### src/rtl/nco_hop_ctrl.sv
// nco_hop_ctrl: phase-increment hop sequencer for the OFDM carrier NCO.
// Steps the NCO through a small table of phase increments. For each slot it
// waits out the NCO pipeline latency and then qualifies "dwell" valid samples.
// Optional build macro NCO_HOP_LOOP_EN: wrap back to slot 0 after the last slot
// and keep looping until stop, pulsing done once per completed pass.
module nco_hop_ctrl #(
    parameter int apr     = 32,
    parameter int nslots  = 8,
    parameter int slot_aw = 3,
    parameter int dwr     = 16,
    parameter int lat     = 8
) (
    input  logic               clk,
    input  logic               reset,
    input  logic               cfg_we,
    input  logic [slot_aw-1:0] cfg_addr,
    input  logic [apr-1:0]     cfg_data,
    input  logic [slot_aw-1:0] cfg_last,
    input  logic [dwr-1:0]     dwell,
    input  logic               start,
    input  logic               stop,
    input  logic               nco_valid,
    output logic [apr-1:0]     phi_inc_o,
    output logic               nco_clken,
    output logic               sample_en,
    output logic               slot_first,
    output logic [slot_aw-1:0] slot_idx,
    output logic               busy,
    output logic               done
);

    typedef enum logic [1:0] {IDLE, SETTLE, RUN} state_t;

    // Table is sized to the full address space so every index is in range;
    // only entries below nslots are ever written or read.
    localparam int                 tbl_depth   = 1 << slot_aw;
    localparam logic [7:0]         settle_init = 8'(lat - 1);
    localparam logic [slot_aw-1:0] last_max    = slot_aw'(nslots - 1);

    state_t             state;
    logic [apr-1:0]     tbl [tbl_depth];
    logic [7:0]         settle_cnt;
    logic [dwr-1:0]     dwell_cnt;
    logic [dwr-1:0]     dwell_l;
    logic [slot_aw-1:0] last_l;
    logic               first_flag;
    logic [slot_aw-1:0] next_idx;

    assign next_idx   = slot_idx + slot_aw'(1);
    assign nco_clken  = busy;
    assign sample_en  = (state == RUN) && nco_valid;
    assign slot_first = sample_en && first_flag;

    // Configuration writes to the increment table, accepted only while idle.
    always_ff @(posedge clk) begin
        if (state == IDLE && !busy && cfg_we && (int'(cfg_addr) < nslots)) begin
            tbl[cfg_addr] <= cfg_data;
        end
    end

    // Slot sequencer: IDLE -> SETTLE (pipeline flush) -> RUN (dwell samples).
    always_ff @(posedge clk) begin
        if (reset) begin
            state      <= IDLE;
            phi_inc_o  <= '0;
            slot_idx   <= '0;
            busy       <= 1'b0;
            done       <= 1'b0;
            settle_cnt <= '0;
            dwell_cnt  <= '0;
            dwell_l    <= '0;
            last_l     <= '0;
            first_flag <= 1'b0;
        end else begin
            done <= 1'b0;
            if (stop) begin
                // Abort: no done pulse, increment left as is.
                state    <= IDLE;
                busy     <= 1'b0;
                slot_idx <= '0;
            end else begin
                case (state)
                    IDLE: begin
                        if (start) begin
                            last_l     <= (cfg_last > last_max) ? last_max : cfg_last;
                            dwell_l    <= (dwell == '0) ? dwr'(1) : dwell;
                            phi_inc_o  <= tbl[0];
                            slot_idx   <= '0;
                            settle_cnt <= settle_init;
                            busy       <= 1'b1;
                            state      <= SETTLE;
                        end
                    end
                    SETTLE: begin
                        // Hold here after the count expires until the NCO reports valid.
                        if (settle_cnt != '0) begin
                            settle_cnt <= settle_cnt - 8'd1;
                        end else if (nco_valid) begin
                            dwell_cnt  <= dwell_l - dwr'(1);
                            first_flag <= 1'b1;
                            state      <= RUN;
                        end
                    end
                    RUN: begin
                        if (sample_en) begin
                            first_flag <= 1'b0;
                            if (dwell_cnt != '0) begin
                                dwell_cnt <= dwell_cnt - dwr'(1);
                            end else if (slot_idx != last_l) begin
                                slot_idx   <= next_idx;
                                phi_inc_o  <= tbl[next_idx];
                                settle_cnt <= settle_init;
                                state      <= SETTLE;
                            end else begin
`ifdef NCO_HOP_LOOP_EN
                                slot_idx   <= '0;
                                phi_inc_o  <= tbl[0];
                                settle_cnt <= settle_init;
                                state      <= SETTLE;
                                done       <= 1'b1;
`else
                                state      <= IDLE;
                                busy       <= 1'b0;
                                done       <= 1'b1;
`endif
                            end
                        end
                    end
                    default: state <= IDLE;
                endcase
            end
        end
    end

endmodule

### config.mk
export PLATFORM = sky130hd
export DESIGN_NAME = nco_hop_ctrl
export DESIGN_NICKNAME = d
export VERILOG_FILES = /design/src/rtl/nco_hop_ctrl.sv
export SDC_FILE = /design/constraint.sdc
export NUM_CORES = 1
export LEC_CHECK = 0
export CAP_MARGIN = 25
export CORE_MARGIN = 4
export CORE_UTILIZATION = 34
export CTS_CLUSTER_DIAMETER = 50
export DETAILED_ROUTE_END_ITERATION = 10
export REMOVE_ABC_BUFFERS = 1
export SYNTH_ARGS = -nofsm -noshare
export SYNTH_HDL_FRONTEND = slang
export SYNTH_SLANG_ARGS = --single-unit
### constraint.sdc
create_clock -name clk -period 12 [get_ports clk]
set_input_delay 3.6 -clock clk [delete_from_list [all_inputs] [get_ports clk]]
set_output_delay 3.6 -clock clk [all_outputs]
set_load 0.005 [all_outputs]
# After elaboration in Yosys (flattened, before gate mapping)
# Memory sizes are Yosys's and may differ from the RTL's.
# Index checks and enable logic that the tools add are counted.
[word_totals]
input_bits = 60
ramBits = 256
ff_bits = 83
n_memories = 1
[mem_list]
columns = ["name", "depth", "width", "rd", "rd_clocked_by_memory_dff", "wr", "line_no", "text"]
rows = [
  ["tbl", 8, 32, 2, 0, 1, "41", "logic [apr-1:0] tbl [tbl_depth];"],
]
[classes]
order_cmp = 1
n_mux = 42
eq_ne = 12
add_sub_neg = 4
n_reduce_logical = 22
bitwise_logic = 3
[ops]
columns = ["op", "count"]
rows = [
  ["2-to-1 mux 32 bit", 4],
  ["2-to-1 mux 16 bit", 5],
  ["case mux 32 bit (2 select lines)", 1],
  ["2-to-1 mux 8 bit", 5],
  ["case mux 16 bit (2 select lines)", 1],
  ["subtractor 16 x 1 -> 16 bit, second input constant", 2],
  ["case mux 8 bit (3 select lines)", 1],
  ["AND reduction 5 bit", 4],
  ["zero test 16 bit", 1],
  ["nonzero test 16 bit", 1],
  ["2-to-1 mux 3 bit", 5],
  ["inequality test 2 bit, second input constant", 7],
  ["AND reduction 6 bit", 2],
  ["2-to-1 mux 1 bit", 11],
  ["2-to-1 mux 2 bit", 5],
  ["nonzero test 8 bit", 1],
  ["subtractor 8 x 1 -> 8 bit, second input constant", 1],
  ["AND reduction 7 bit", 1],
  ["case mux 2 bit (3 select lines)", 1],
  ["case mux 3 bit (2 select lines)", 1],
  ["OR reduction 5 bit", 1],
  ["logical AND 1 bit", 4],
  ["inequality test 2 x 1 -> 1 bit, second input constant", 2],
  ["case mux 1 bit (2 select lines)", 2],
  ["12 further kinds", 15],
]

# Depth between registers and ports, before layout
# Gate-level depths: netlist of the first run.
# An unclocked memory read counts as a cell.
[logic_depth]
depth_word = 6
depth_mapped = 11
ltp_nobuf = 7

# Worst setup path before layout of the first run
# Ideal clock, no wire load.
[synth_path]
kind = "input -> output"
start = "input nco_valid"
end = "output sample_en"
arrival_time_ps = 3779
required_ps = 8400
path_stages = 2
path_slack_ps = 4621
path_cell_list = "nand3b_1 > inv_1"
[synth_between]
elab_chain_cells = 1
[synth_rtl]
columns = ["item", "line_no", "text"]
rows = [
  ["start, declared", "22", "input logic nco_valid,"],
  ["logical AND 1 bit", "51", "assign sample_en = (state == RUN) && nco_valid;"],
  ["end, declared", "25", "output logic sample_en,"],
]
# No other way between the ends.

# Worst setup path after layout of the first run
# Ends and elaborated chain as after synthesis.

==> results of run 1 <==
==> layer usage <==
metal | up-vias | track usage [%]
met3 | 58 | 3.15
met1 | 4260 | 19.8
li1 | 3986 | -
met4 | 6 | 3.98
met2 | 225 | 23.1
met5 | - | 0
==> how the worst max path moves through the flow <==
stage / start / to / slack, ns
floorplan: state[1] / slot_first / 4.35
global placement: nco_valid / sample_en / 3.40
detailed placement: nco_valid / sample_en / 3.37
CTS: nco_valid / sample_en / 3.36
global route: nco_valid / sample_en / 3.27
finish: nco_valid / sample_en / 3.36
==> cell usage in the layout (no fill, tap or decap), drive strengths merged, types with 5 or more instances in the layout <==
| cell type | n |
|---|---|
| nand3 | 15 |
| clkbuf | 54 |
| nand4 | 5 |
| a21oi | 75 |
| a211oi | 5 |
| a31oi | 9 |
| clkdlybuf4s50 | 98 |
| mux4 | 64 |
| or4b | 5 |
| o21ai | 25 |
| nor2 | 53 |
| o31ai | 6 |
| o211ai | 36 |
| nor4 | 7 |
| nand2b | 5 |
| clkinv | 11 |
| buf | 21 |
| mux2i | 41 |
| inv | 13 |
| edfxtp | 256 |
| nand2 | 121 |
| dfxtp | 83 |
| nor3 | 16 |
| xnor2 | 6 |
==> cells in the mapped netlist, drive strengths merged, types with 3 or more instances <==
cell type	number	area [um^2]
nand2b	5	31.3
or4	3	26.3
or3	4	32.5
ha	4	50.1
mux2i	41	410
nor2b	4	25.0
a41oi	3	26.3
nand3	15	75.1
dfxtp	83	1660
a21boi	3	22.5
edfxtp	256	7690
o211ai	36	270
nor4	7	43.8
nor2	53	199
inv	10	37.5
nand4	5	31.3
o21ai	25	125
and3	4	25.0
or4b	5	50.1
a211oi	5	37.5
and4	4	35.0
or2	3	18.8
mux4	64	1440
nor3	16	80.1
buf	21	124
a31oi	9	62.6
a21oi	75	375
nor4b	4	41.3
clkbuf	39	146
o31ai	6	58.8
xnor2	6	52.6
o2111ai	3	26.3
a311oi	3	26.3
nand2	121	454
==> worst reg2reg max path: cells and delay by family (launching register included) <==
| kind | cells | cell delay [ns] |
|---|---|---|
| DFF | 1 | 0.68 |
| and+or+nand+nor | 2 | 0.84 |
| buffers and inverters | 2 | 1.12 |
| AOI/OAI and AO/OA | 3 | 0.86 |
==> kinds of logic (layout without fill, tap and decap cells) <==
| kind of cell | Yosys count | after routing | synth area share [%] |
|---|---|---|---|
| mux | 107 | 107 | 13.3 |
| xor+xnor | 8 | 8 | 0.499 |
| buf+inv | 70 | 203 | 2.19 |
| flops | 339 | 339 | 66.6 |
| compound gates | 184 | 184 | 8.34 |
| fa+ha+maj | 4 | 4 | 0.356 |
| simple gates | 260 | 260 | 8.70 |
==> sequential cells by signal, summed over array words and instances (netlist names) <==
| register | cells |
|---|---|
| busy | 1 |
| state | 2 |
| dwell_cnt | 16 |
| phi_inc_o | 32 |
| last_l | 3 |
| dwell_l | 16 |
| done | 1 |
| first_flag | 1 |
| tbl | 256 |
| settle_cnt | 8 |
| slot_idx | 3 |
==> report_power, final <==
group          total (mW)  internal, mW  switching, mW
Clock                1.21         0.711          0.495
Sequential           1.31          1.29         0.0158
Combinational       0.152        0.0626         0.0896
==> final cells by class <==
class,instances,area (um^2)
tap,532,666
clock buffer,54,1110
multi-input combinational,563,4460
clock inverter,20,235
sequential,339,9350
inverter,10,37.5
timing repair buffer,119,1140
fill,3728,23800
==> stage by stage <==
stage | hold WS [ns] | cells | total power, mW
detailed placement | 0.450 | 1563 | 1.48
global placement | 0.445 | 1563 | 1.48
global route | 0.471 | 1637 | 2.76
CTS | 0.456 | 1637 | 2.70
floorplan | 0.437 | 912 | 1.40
finish | 0.452 | 1637 | 2.66
==> flow_summary.json, run 1 <==
{
  "run_status": "completed",
  "critPathMostFrequentCell": "clkdlybuf4s50_1",
  "floorplan.initialDensity_pct": 34.4,
  "routed_wl_um": 32500,
  "drtIter0Drc": 517,
  "yosysSeqAreaShare_pct": 66.6,
  "whs_endpoint": "phi_inc_o[22]",
  "async_flop_share_pct": 0,
  "ys_seq_elements": 339,
  "cp_num_buf_inv": 3,
  "crit_required_ns": 8.40,
  "synth_warnings": 0,
  "drive_gt1_share_pct": 16.4,
  "post-cts-setup-buffer-count": 0,
  "ys_types": 62,
  "max-cap-violations": 0,
  "synth-main-ff-cell": "edfxtp_1",
  "highest_layer": "met5",
  "antenna_cells": 0,
  "antenna_found_initial": 3,
  "setup.worst_path.end_class": "primary output",
  "dp_slack_ns": 3.37,
  "ant_nets": 0,
  "fmax_ghz": 0.116,
  "cpPeakStageDelay_ns": 0.61,
  "reg2reg_to": "phi_inc_o[22]",
  "io_pins": 100,
  "post_dp_cell_area_um2": 15700,
  "hpwlAfterDp_um": 19000,
  "postLayoutCellArea_um2": 17000,
  "postCtsHoldBufs": 0,
  "layout_setup_ws_ns": 3.36,
  "rsz0062_at_grt": "false",
  "synth.cell_area_um2": 14000,
  "maxSlewViolCount": 0,
  "grt-ovfl-total": 0,
  "hold_class": "reg -> reg",
  "met2_length_um": 15400,
  "worst_slew_pin_slew_ns": 1.04,
  "drc": 0,
  "tns_ns": 0,
  "die_y_um": 211,
  "post_drt_wl_per_cell_um": 19.9,
  "timing.final.crit_period_ns": 8.64,
  "startpoint_type": "input pin",
  "wl_met1_um": 14500,
  "utilization_pct": 41.6,
  "grt_pass1_vias": 8561,
  "core_um2": 40800,
  "cp_num_cells": 4,
  "root_buffer": "clkbuf_16",
  "track_usage_pct": 14.3,
  "cts_tree": "built",
  "grt_pass1_wl_um": 50000,
  "vias": 8535,
  "grt_start_max_net_pins": 80,
  "setup_viol": 0,
  "relSlewSlack_pct": 30.0,
  "path_cells": "clkdlybuf4s50_1, nand3b_1, inv_1, clkdlybuf4s50_1",
  "whs_path_depth": 2,
  "viasPerCell": 5.21,
  "fin_nets": 1137,
  "cts_buffer_depth": 3,
  "synth_edf_count": 256,
  "cp_max_fo": 7,
  "rows": 74,
  "wl_met3_um": 1960,
  "path_delay_family": "buffers and inverters",
  "hold_start": "phi_inc_o[22]",
  "r2r_cells": 7,
  "cts_inserted_buffers": 40,
  "port_buffers": 99,
  "layout-area-overhead-vs-synth_pct": 21.1,
  "timing.rr.start": "state[1]",
  "power_density_nw_per_um2": 157,
  "dr.pass1.iters": 4,
  "synth_cells": 972,
  "cts.reportedPaths.clkPinSlew_ns": 0.05,
  "cts_resized": 0,
  "ir_worst_vdd_mv": 0.137,
  "r2r_setup_slack_ns": 8.36,
  "p_leak_nw": 5.26,
  "die_x_um": 211,
  "place.gp.congestion": 0.800,
  "insertion_delay_ns": 0.56,
  "min_period_over_period_pct": 72.0,
  "hold_viol": 0,
  "worst_clock_skew_ns": 0.0406,
  "cp_data_arrival_time_ns": 5.04,
  "crit_path_top_delay_cell": "clkdlybuf4s50_1",
  "ctsHtreeMaxLevel": 2,
  "die_area_um2": 44600,
  "cts.sinks": 339,
  "avgSynthCellArea_um2": 14.4,
  "crit_type": "in -> out"
}
(Power assumes the default switching activity.)
==> run 2, diff against run 1 <==
==> constraint.sdc (replaced) <==
create_clock -name clk -period 8.4 [get_ports clk]
set_input_delay 2.52 -clock clk [delete_from_list [all_inputs] [get_ports clk]]
set_output_delay 2.52 -clock clk [all_outputs]
set_load 0.005 [all_outputs]
==> flow_summary.json, run 2 (same netlist as run 1, synthesis figures left out) <==
{
  "run_status": "completed",
  "insertion_delay_ns": 0.54,
  "startpoint_type": "input pin",
  "worst_clock_skew_ns": 0.0255,
  "busiest_layer": "met2",
  "grt-ovfl-total": 0,
  "layout_common_cells": "256 x edfxtp_1, 121 x nand2_1, 98 x clkdlybuf4s50_1",
  "use_met2_pct": 23.3,
  "cts_tree": "built",
  "hold_viol": 0,
  "floorplan.initialDensity_pct": 34.4,
  "layout-area-overhead-vs-synth_pct": 21.3,
  "min_period_over_period_pct": 77.0,
  "crit_type": "in -> out",
  "ant_nets": 0,
  "grt_start_max_net_pins": 81,
  "cts_resized": 0,
  "setup.worst_path.end_class": "primary output",
  "ir_worst_vdd_mv": 0.177,
  "cts_inserted_buffers": 40,
  "root_buffer": "clkbuf_16",
  "use_met1_pct": 19.6,
  "io_pins": 100,
  "core_um2": 40800,
  "cp_max_fo": 7,
  "port_buffers": 99,
  "viasPerCell": 5.18,
  "max-cap-violations": 0,
  "timing.rr.start": "state[1]",
  "grt_pass1_wl_um": 50000,
  "cts.sinks": 339,
  "fin_nets": 1137,
  "hpwlAfterDp_um": 19500,
  "post_dp_cell_area_um2": 15700,
  "p_leak_nw": 5.28,
  "reg_top3": "tbl: 256 flops, phi_inc_o: 32 flops",
  "cp_data_arrival_time_ns": 3.95,
  "grt_use_met3_pct": 2.90,
  "postLayoutCellArea_um2": 17000,
  "timing.final.crit_period_ns": 6.47,
  "worst_slew_pin_slew_ns": 0.964,
  "rsz0062_at_grt": "false",
  "crit_required_ns": 5.88,
  "fin_cells": 1637,
  "final_common_cell": "edfxtp_1",
  "dp_slack_ns": 1.94,
  "dr.pass1.iters": 5,
  "r2r_setup_slack_ns": 4.75,
  "die_area_um2": 44600,
  "regMostFlops": "tbl",
  "whs_path_depth": 2,
  "die_y_um": 211,
  "antenna_found_initial": 3,
  "maxSlewViolCount": 0,
  "relSlewSlack_pct": 35.7,
  "drtIter0Drc": 618,
  "track_usage_pct": 14.2,
  "reg2reg_to": "phi_inc_o[22]",
  "routed_wl_um": 32200,
  "place.gp.congestion": 0.823,
  "post-cts-setup-buffer-count": 0,
  "post_drt_wl_per_cell_um": 19.7,
  "total_power_mw": 3.80,
  "largest_reg_flops": 256,
  "die_x_um": 211,
  "tns_ns": 0,
  "power_density_nw_per_um2": 223,
  "drive_gt1_share_pct": 16.0,
  "setup_viol": 0,
  "vias": 8477,
  "r2r_cells": 7,
  "grt_pass1_vias": 8607,
  "cts_buffer_depth": 3,
  "cts.reportedPaths.clkPinSlew_ns": 0.05,
  "hold_start": "phi_inc_o[30]",
  "hold_class": "reg -> reg",
  "fmax_ghz": 0.155,
  "ctsHtreeMaxLevel": 2,
  "layout_setup_ws_ns": 1.93,
  "postCtsHoldBufs": 0,
  "rows": 74,
  "placed_cells": 1562,
  "drc": 0,
  "whs_endpoint": "phi_inc_o[30]"
}
[run 2: final cells by class]
class	instances	area (um^2)
clock buffers	57	1130
inverters	10	37.5
flip-flops and latches	339	9350
diodes	1	2.50
fillers	3732	23800
repair buffers	119	1180
clock inverters	16	209
well taps	532	666
multi-input cells	563	4460
[run 2: stage by stage]
step           hold WS (ns)  util (%)
3_3_place_gp          0.444      38.3
4_1_cts               0.459      41.7
6_report              0.453      41.7
3_5_place_dp          0.449      38.4
2_1_floorplan         0.437         -
5_1_grt               0.470      41.7
[run 2: worst max-delay path, cell delays in order]
cell and delay, ns:
clkdlybuf4s50_1 0.60, nand3b_1 0.17, inv_1 0.14, clkdlybuf4s50_1 0.51
[run 2: worst max-delay path by stage]
stage                   start    endpoint  slack, ns  cells past startpoint
floorplan            state[1]  slot_first       1.83                      2
global placement    nco_valid   sample_en       1.96                      4
detailed placement  nco_valid   sample_en       1.94                      4
CTS                 nco_valid   sample_en       1.93                      4
global route        nco_valid   sample_en       1.83                      4
finish              nco_valid   sample_en       1.93                      4
[run 2: metal layers]
| metal | vias to the layer above | routed length [um] |
|---|---|---|
| met1 | 4180 | 14500 |
| met2 | 243 | 15300 |
| li1 | 4001 | - |
| met3 | 49 | 1870 |
| met4 | 4 | 561 |
| met5 | - | 27 |
[run 2: where the power goes]
| part | internal, mW | total (mW) | switching [mW] |
|---|---|---|---|
| registers | 1.84 | 1.86 | 0.0223 |
| clock network | 1.04 | 1.72 | 0.678 |
| logic | 0.0905 | 0.220 | 0.130 |
| total | 2.97 | 3.80 | 0.830 |
